**src/rtl/if_fetch_stage.sv**
```systemverilog
// if_fetch_stage: PC register and fetch control for a variable-latency instruction memory.
// Define IF_FETCH_PERF_EN to add the perf_fetch_cnt / perf_wait_cnt counters.
module if_fetch_stage #(
    parameter logic [31:0] RESET_PC = 32'h0000_0000,
    parameter logic [31:0] NOP_INST = 32'h0000_0000
) (
    input  logic        CLK,
    input  logic        RST,
    input  logic        freeze,
    input  logic        Branch_Taken,
    input  logic [31:0] Branch_Addr,
    output logic        imem_req,
    output logic [31:0] imem_addr,
    input  logic [31:0] imem_rdata,
    input  logic        imem_ack,
    output logic [31:0] PC_Out,
    output logic [31:0] Instruction_Out,
    output logic        Inst_Valid,
    output logic        fetch_stall
`ifdef IF_FETCH_PERF_EN
    ,
    output logic [31:0] perf_fetch_cnt,
    output logic [31:0] perf_wait_cnt
`endif
);
    typedef enum logic [1:0] {FETCH, HOLD, DISCARD} state_t;
    state_t state, state_n;
    logic [31:0] pc, pc_n, pc_inc, req_addr, inst_buf, inst_buf_n;
    assign pc_inc = pc + 32'd4;
    assign PC_Out = pc_inc;
    assign imem_req = state != HOLD;
    assign imem_addr = state == DISCARD ? req_addr : pc;
    assign Inst_Valid = state == HOLD ? 1'b1 : state == FETCH ? imem_ack : 1'b0;
    assign Instruction_Out = state == HOLD ? inst_buf : (state == FETCH && imem_ack) ? imem_rdata : NOP_INST;
    assign fetch_stall = ~Inst_Valid;
    // A redirect wins over everything; an unacked fetch must still be drained in DISCARD.
    always_comb begin
        state_n = state;
        pc_n = pc;
        inst_buf_n = inst_buf;
        if (Branch_Taken) begin
            pc_n = Branch_Addr & ~32'd3;
            inst_buf_n = NOP_INST;
            state_n = (state == HOLD || imem_ack) ? FETCH : DISCARD;
        end else if (state == FETCH && imem_ack) begin
            state_n = freeze ? HOLD : FETCH;
            pc_n = freeze ? pc : pc_inc;
            inst_buf_n = freeze ? imem_rdata : inst_buf;
        end else if (state == HOLD && !freeze) begin
            state_n = FETCH;
            pc_n = pc_inc;
        end else if (state == DISCARD && imem_ack) begin
            state_n = FETCH;
        end
    end
    always_ff @(posedge CLK or posedge RST) begin
        if (RST) begin
            state <= FETCH;
            pc <= RESET_PC & ~32'd3;
            req_addr <= RESET_PC & ~32'd3;
            inst_buf <= NOP_INST;
        end else begin
            state <= state_n;
            pc <= pc_n;
            inst_buf <= inst_buf_n;
            if (state == FETCH) req_addr <= pc;
        end
    end
`ifdef IF_FETCH_PERF_EN
    always_ff @(posedge CLK or posedge RST) begin
        if (RST) begin
            perf_fetch_cnt <= 32'd0;
            perf_wait_cnt <= 32'd0;
        end else begin
            if (Inst_Valid && !freeze && !Branch_Taken) perf_fetch_cnt <= perf_fetch_cnt + 32'd1;
            if (imem_req && !imem_ack) perf_wait_cnt <= perf_wait_cnt + 32'd1;
        end
    end
`endif
endmodule

```
**config.mk**
```make
export PLATFORM = sky130hd
export DESIGN_NAME = if_fetch_stage
export DESIGN_NICKNAME = d
export VERILOG_FILES = /design/src/rtl/if_fetch_stage.sv
export SDC_FILE = /design/constraint.sdc
export NUM_CORES = 1
export LEC_CHECK = 0
export ABC_AREA = 1
export BUFFER_PORTS_ARGS = -buffer_cell sky130_fd_sc_hd__buf_2
export CORE_ASPECT_RATIO = 1.25
export CORE_MARGIN = 3
export CORE_UTILIZATION = 52
export DETAILED_ROUTE_END_ITERATION = 10
export HOLD_SLACK_MARGIN = 0.05
export PLACE_DENSITY_LB_ADDON = 0.15
export SYNTH_ARGS = -nofsm -noshare
export SYNTH_HDL_FRONTEND = slang
export SYNTH_SLANG_ARGS = --single-unit
```
**constraint.sdc**
```tcl
create_clock -name CLK -period 3.69 [get_ports CLK]
set_clock_uncertainty 0.1 [all_clocks]
set_input_delay 0.1845 -clock CLK [delete_from_list [all_inputs] [get_ports CLK]]
set_output_delay 0.1845 -clock CLK [all_outputs]
set_load 0.02 [all_outputs]
```
==> results of run 1 <==
-- kinds of logic (layout without fill, tap and decap cells) --
group | Yosys count | in the layout | synth area share [%]
compound gates | 154 | 154 | 15.8
xor+xnor | 8 | 8 | 1.29
fa+ha+maj | 1 | 1 | 0.229
buf+inv | 178 | 352 | 12.9
flops | 94 | 94 | 43.1
other cells | 1 | 4 | 0.0688
simple gates | 364 | 364 | 26.6
-- state kept, by name, indices dropped and copies added, names as in the netlist --
name	count
state	2
inst_buf	32
req_addr	30
pc	30
-- cells in the final DEF, fill, tap and decap left out, types with 3 or more instances in the layout --
master         synthesis  routed
o22ai_1               64      64
conb_1                 1       4
o21ai_0               79      79
nand2_1              237     236
nor2_1                89      89
o21ai_1                7       6
inv_1                135     134
xor2_1                 6       6
buf_2                 11     161
dfrtp_1               94      94
buf_4                  5       3
dlygate4sd3_1          0      35
and2_1                 3       3
nand3_1               27      27
clkbuf_16              0       9
-- power by group through the flow --
stage | Clock, W | Sequential (W) | Combinational [W]
after floorplan | 0 | 0.00133 | 0.000833
after global placement | 0 | 0.00138 | 0.00113
after detailed placement | 0 | 0.00139 | 0.00115
after CTS | 0.00103 | 0.00137 | 0.00118
after global routing | 0.00108 | 0.00140 | 0.00133
final | 0.00101 | 0.00137 | 0.00118
-- what timing repair did --
action / CTS / global route
endpoints found under the hold margin: 103 / 0
gates resized for setup: 0 / 0
hold buffers: 35 / 0
-- stage by stage --
| stage | worst slack [ns] | hold slack, ns | std cells | cell area, um^2 |
|---|---|---|---|---|
| 2_1_floorplan | 0.957 | 0.183 | 803 | 5460 |
| 3_3_place_gp | 0.903 | 0.327 | 1055 | 6270 |
| 3_5_place_dp | 0.903 | 0.330 | 1055 | 6270 |
| 4_1_cts | 0.875 | 0.0655 | 1106 | 6950 |
| 5_1_grt | 0.616 | 0.0822 | 1106 | 6950 |
| 6_report | 0.898 | 0.0711 | 1106 | 6950 |
-- worst register-to-register path, stage by stage (launching register included) --
cell and delay [ns]:
dfrtp_1 0.45, nor2_4 0.14, nand2_2 0.39, inv_2 0.22, nand3_4 0.34, nand2_4 0.59, inv_1 0.25, o211ai_1 0.14
nand2_1 0.06
-- final timing paths --
kind                            slack [ns]           start  cells past startpoint            to
min in group asynchronous             0.47             RST                      3  inst_buf[25]
worst max-delay path                  0.90        state[1]                      8         pc[3]
worst max register to register        0.90        state[1]                      8         pc[3]
max in group asynchronous             2.14             RST                      4  inst_buf[18]
worst min register to register        0.43    inst_buf[12]                      2  inst_buf[12]
worst min-delay path                  0.07  Branch_Addr[3]                      4         pc[3]
-- final cells by class --
cell class / instances / area (um^2)
fillers: 893 / 3210
multi-input cells: 531 / 2420
flip-flops and latches: 94 / 2350
repair buffers: 199 / 1180
inverters: 137 / 517
clock buffers: 11 / 243
well taps: 129 / 161
clock inverters: 5 / 81.3
-- layer usage --
metal | up-vias | routed length [um] | GRT usage [%] | part of all wire [%]
met4 | 0 | 297 | 7.36 | 2.1
met5 | - | 0 | 0 | 0
li1 | 2850 | - | - | -
met2 | 163 | 6920 | 41.0 | 48
met3 | 23 | 937 | 5.08 | 6.5
met1 | 2402 | 6170 | 31.9 | 43
==> impl_metrics.ini, run 1 <==
[synthesis]
synth_area_um2 = 5450
synth_common_cells = nand2_1 (237), inv_1 (135), dfrtp_1 (94)
synth_area_leaders = dfrtp_1 (43%), nand2_1 (16%), inv_1 (9.3%)
ys_seq_area_share_pct = 43.1
synth_cell_types = 28
yosysWarnings = 0
synth-seq-cells = 94
async_reset_ff_share_pct = 100
avgSynthCellArea_um2 = 6.81
yosys.area.top_type = dfrtp_1
yosysMostFrequentCell = nand2_1
synth_edf_count = 0
synth_ff_type = dfrtp_1
synth_top_area_share_pct = 43.1
netlist_instances = 800

[sta]
slew_headroom_pct = 12.4
tightestPinTransition_ns = 1.31
setup_violations = 0
finalCriticalPeriod_ns = 2.79
finalHoldViolCount = 0
rsz0062_at_grt = no
max_freq_ghz = 0.358
finalMaxSlewViolations = 0
period_share_pct = 75.7
fin_tns_setup_ns = 0

[floorplanning]
num_io_pins = 168
rows = 41
die_y_um = 120
start_util_pct = 53.7
fp.dieW_um = 97.6
dieArea_um2 = 11800
fp.coreArea_um2 = 10200

[setup_path]
worst-path-max-fanout = 55
cpPeakStageDelay_ns = 0.59
critPathRequiredTime_ns = 3.81
crit_chain = nor2_4 -> nand2_2 -> inv_2 -> nand3_4 -> nand2_4 -> inv_1 -> o211ai_1 -> nand2_1
path_buf_inv = 2
critPathArrivalTime_ns = 2.92
slowest_stage = nand2_4
critical-path-top-delay-family = simple AND/OR/NAND/NOR gates
endpoint_kind = register
crit_path_start_kind = register
critPathKind = reg2reg

[finish]
finish.utilization_pct = 68.4
area_growth_pct = 27.5
antennaDiodeCount = 0
drive_above_1_share_pct = 19.4
final_nets = 1042

[clock_network]
clock_sinks = 94
clk_latency_ns = 0.34
clkTransAtPathRegs_ns = 0.07
cts-root-buf = clkbuf_16
post_cts_buffers = 0
cts-buffers-inserted = 9
clockBufferDepth = 2
htreeDepth = 3
cts_tree = yes

[power_and_ir_drop]
internal_power_w = 0.00222
netSwitchingFraction_pct = 37.7
powerDensity_nw_per_um2 = 513
p_total_w = 0.00356
leakage_nw = 3.75
ir_drop_uv = 283
p_clk_share_pct = 28.4
combPwrFrac_pct = 33.1
switchingPower_w = 0.00134
p_seq_share_pct = 38.5

[place]
port_buffers = 161
place.gp.congestion = 0.820
dp_hpwl_um = 9700

[detailed_routing]
vias = 5438
ant_nets = 0
totalWireLength_um = 14300
wl_per_cell_um = 13.0
drtPass1Iterations = 5
vias_per_cell = 4.92
drc = 0
drtIter0Drc = 238

[global_route]
overflow = 0
antenna_found_initial = 0
grt_pass1_vias = 5040
grt_pass1_wl_um = 23700
grt_util_all_layers_pct = 24.4
grt_max_degree = 71

[min_path]
hold_class = in2reg

[job]
drv_cap = 0

[outcome]
status = completed
Power figures use the tool's default switching activity.
==> inputs of run 2 (changes only) <==
--- a/config.mk
+++ b/config.mk
@@ -5,11 +5,11 @@
 export SDC_FILE = /design/constraint.sdc
 export NUM_CORES = 1
 export LEC_CHECK = 0
-export ABC_AREA = 1
+export ABC_AREA = 0
 export BUFFER_PORTS_ARGS = -buffer_cell sky130_fd_sc_hd__buf_2
 export CORE_ASPECT_RATIO = 1.25
 export CORE_MARGIN = 3
-export CORE_UTILIZATION = 52
+export CORE_UTILIZATION = 47
 export DETAILED_ROUTE_END_ITERATION = 10
 export HOLD_SLACK_MARGIN = 0.05
 export PLACE_DENSITY_LB_ADDON = 0.15
==> constraint.sdc (replaced) <==
create_clock -name CLK -period 2.55 [get_ports CLK]
set_clock_uncertainty 0.1 [all_clocks]
set_input_delay 0.1275 -clock CLK [delete_from_list [all_inputs] [get_ports CLK]]
set_output_delay 0.1275 -clock CLK [all_outputs]
set_load 0.02 [all_outputs]
==> run 2 against run 1 <==
Final cell count shrank 24%. Clock power grew 24%. Worst hold slack gained 0.057 ns. Sequential share of layout area shrank 0.55 points. Largest cell class unchanged. Highest routed layer unchanged.
==> impl_metrics.ini, run 2 <==
[detailed_routing]
vias_per_cell = 5.45
drtPass1Iterations = 4
drtIter0Drc = 173
totalWireLength_um = 13900
drc = 0
wl_per_cell_um = 16.6
vias = 4579
ant_nets = 0

[finish]
final_nets = 773
drive_above_1_share_pct = 39.3
top_regs = inst_buf: 32 flops, pc: 30 flops, req_addr: 30 flops
area_growth_pct = 35.4
most-common-layout-cells = buf_2 (161), dfrtp_1 (87), dlygate4sd3_1 (66)
nFillCells = 877
layout_commonest_cell = buf_2
largest-register = inst_buf
largest_reg_flops = 32
final_cells = 840
antennaDiodeCount = 0

[floorplanning]
num_io_pins = 168
dieArea_um2 = 12500
rows = 42
die_y_um = 124
fp.dieW_um = 100
fp.coreArea_um2 = 10700
start_util_pct = 48.9

[place]
dp.cells = 757
port_buffers = 161
place.gp.congestion = 0.811
dp_hpwl_um = 9080
dpl_worst_slack_ns = 0.354

[setup_path]
cpPeakStageDelay_ns = 0.42
rrSetupSlack_ns = 0.40
critPathKind = reg2out
critPathRequiredTime_ns = 2.32
endpoint_kind = output port
crit_path_start_kind = register
critPathArrivalTime_ns = 2.24
crit_chain = ha_1 -> nand3_2 -> nor4_4 -> buf_6 -> nand2_1 -> xnor2_1 -> buf_2
worst-path-max-fanout = 12
path_buf_inv = 2
slowest_stage = dfrtp_2
critical-path-top-delay-family = simple AND/OR/NAND/NOR gates

[synthesis]
synth_area_um2 = 5240
synth-seq-cells = 94
netlist_instances = 499
synth_cell_types = 36
avgSynthCellArea_um2 = 10.5
synth_edf_count = 0
ys_seq_area_share_pct = 44.9
yosysWarnings = 0
synth_common_cells = dfrtp_1 (94), a22o_1 (65), mux2_2 (60)
yosysMostFrequentCell = dfrtp_1
synth_ff_type = dfrtp_1
async_reset_ff_share_pct = 100
yosys.area.top_type = dfrtp_1
synth_area_leaders = dfrtp_1 (45%), mux2_2 (13%), a22o_1 (11%)
synth_top_area_share_pct = 44.9

[power_and_ir_drop]
p_clk_share_pct = 29.0
internal_power_w = 0.00292
netSwitchingFraction_pct = 32.5
leakage_nw = 3.32
powerDensity_nw_per_um2 = 610
switchingPower_w = 0.00140
p_total_w = 0.00433
ir_drop_uv = 317
p_seq_share_pct = 42.4
combPwrFrac_pct = 28.6

[clock_network]
cts-root-buf = clkbuf_16
cts_tree = yes
clock_sinks = 94
clkTransAtPathRegs_ns = 0.07
clockBufferDepth = 2
htreeDepth = 3
clk_latency_ns = 0.34
cts-buffers-inserted = 9

[global_route]
grt_max_degree = 63
grt_pass1_wl_um = 22300
grt_util_all_layers_pct = 22.5
antenna_found_initial = 0
overflow = 0
grt_pass1_vias = 4572

[sta]
fin_hold_ws_ns = 0.128
setup_violations = 0
period_share_pct = 96.6
finalCriticalPeriod_ns = 2.46
fin_tns_setup_ns = 0
finalMaxSlewViolations = 0
tightestPinTransition_ns = 0.718
finalWorstSetupSlack_ns = 0.0875
slew_headroom_pct = 52.0
max_freq_ghz = 0.406
finalHoldViolCount = 0
rsz0062_at_grt = yes

[job]
drv_cap = 0

[outcome]
status = completed

[min_path]
hold_class = in2reg
[run 2: cell count changes in the layout (fill, tap and decap cells not counted), moves of 31 or more]
cell	before	now
a22o_1	0	65
dlygate4sd3_1	35	66
inv_1	134	5
mux2_2	0	60
nand2_1	236	51
nor2_1	89	12
o21ai_0	79	30
o22ai_1	64	0
[run 2: layer usage]
| layer | wire (um) | GRT usage [%] | vias to the layer above |
|---|---|---|---|
| met5 | 0 | 0 | - |
| met4 | 248 | 8.42 | 0 |
| met3 | 744 | 4.09 | 22 |
| met2 | 6990 | 38.2 | 154 |
| met1 | 5940 | 28.7 | 2228 |
| li1 | - | - | 2175 |
[run 2: cells by family after synthesis]
kind of cell,synth area share [%]
simple gates,12.5
compound gates,14.3
flops,44.9
mux,13.1
buf+inv,5.45
xor+xnor,9.36
fa+ha+maj,0.239
other cells,0.0716
[run 2: stage by stage]
step | area, um^2 | utilization [%]
after floorplan | 5250 | -
after global placement | 6110 | 57.0
after detailed placement | 6110 | 57.0
after CTS | 7040 | 65.7
after global routing | 7090 | 66.1
final | 7090 | 66.1
[run 2: worst min-delay path, stage by stage]
cell,delay (ns)
buf_2,0.23
nand2_1,0.10
o21ai_0,0.06
[run 2: repair_timing]
action,in CTS,in global routing
setup endpoints to repair,0,10
hold endpoints to repair,96,0
gates resized for setup,0,12
hold buffers,66,0
setup buffers,0,1
[run 2: power by group through the flow]
stage	clock network, W	registers (W)	logic, W
4_1_cts	0.00129	0.00183	0.00125
3_3_place_gp	0	0.00184	0.00115
3_5_place_dp	0	0.00185	0.00116
6_report	0.00125	0.00183	0.00124
2_1_floorplan	0	0.00177	0.000882
5_1_grt	0.00134	0.00186	0.00134
[run 2: area by class of cell]
cell class              instances  area (um^2)  area share [%]
repair buffers                244         1610            22.7
multi-input cells             348         2650            37.4
flip-flops and latches         94         2360            33.3
well taps                     132          165            2.33
clock inverters                 6         37.5           0.529
inverters                       6         26.3           0.371
clock buffers                  10          239            3.37
[run 2: final timing paths]
path,from,end,cells past startpoint
max in group asynchronous,RST,req_addr[21],4
max reg2reg,pc[2],pc[30],7
min in group asynchronous,RST,inst_buf[5],3
max,pc[2],PC_Out[28],7
min,Branch_Taken,pc[5],3
min reg2reg,req_addr[28],req_addr[28],1
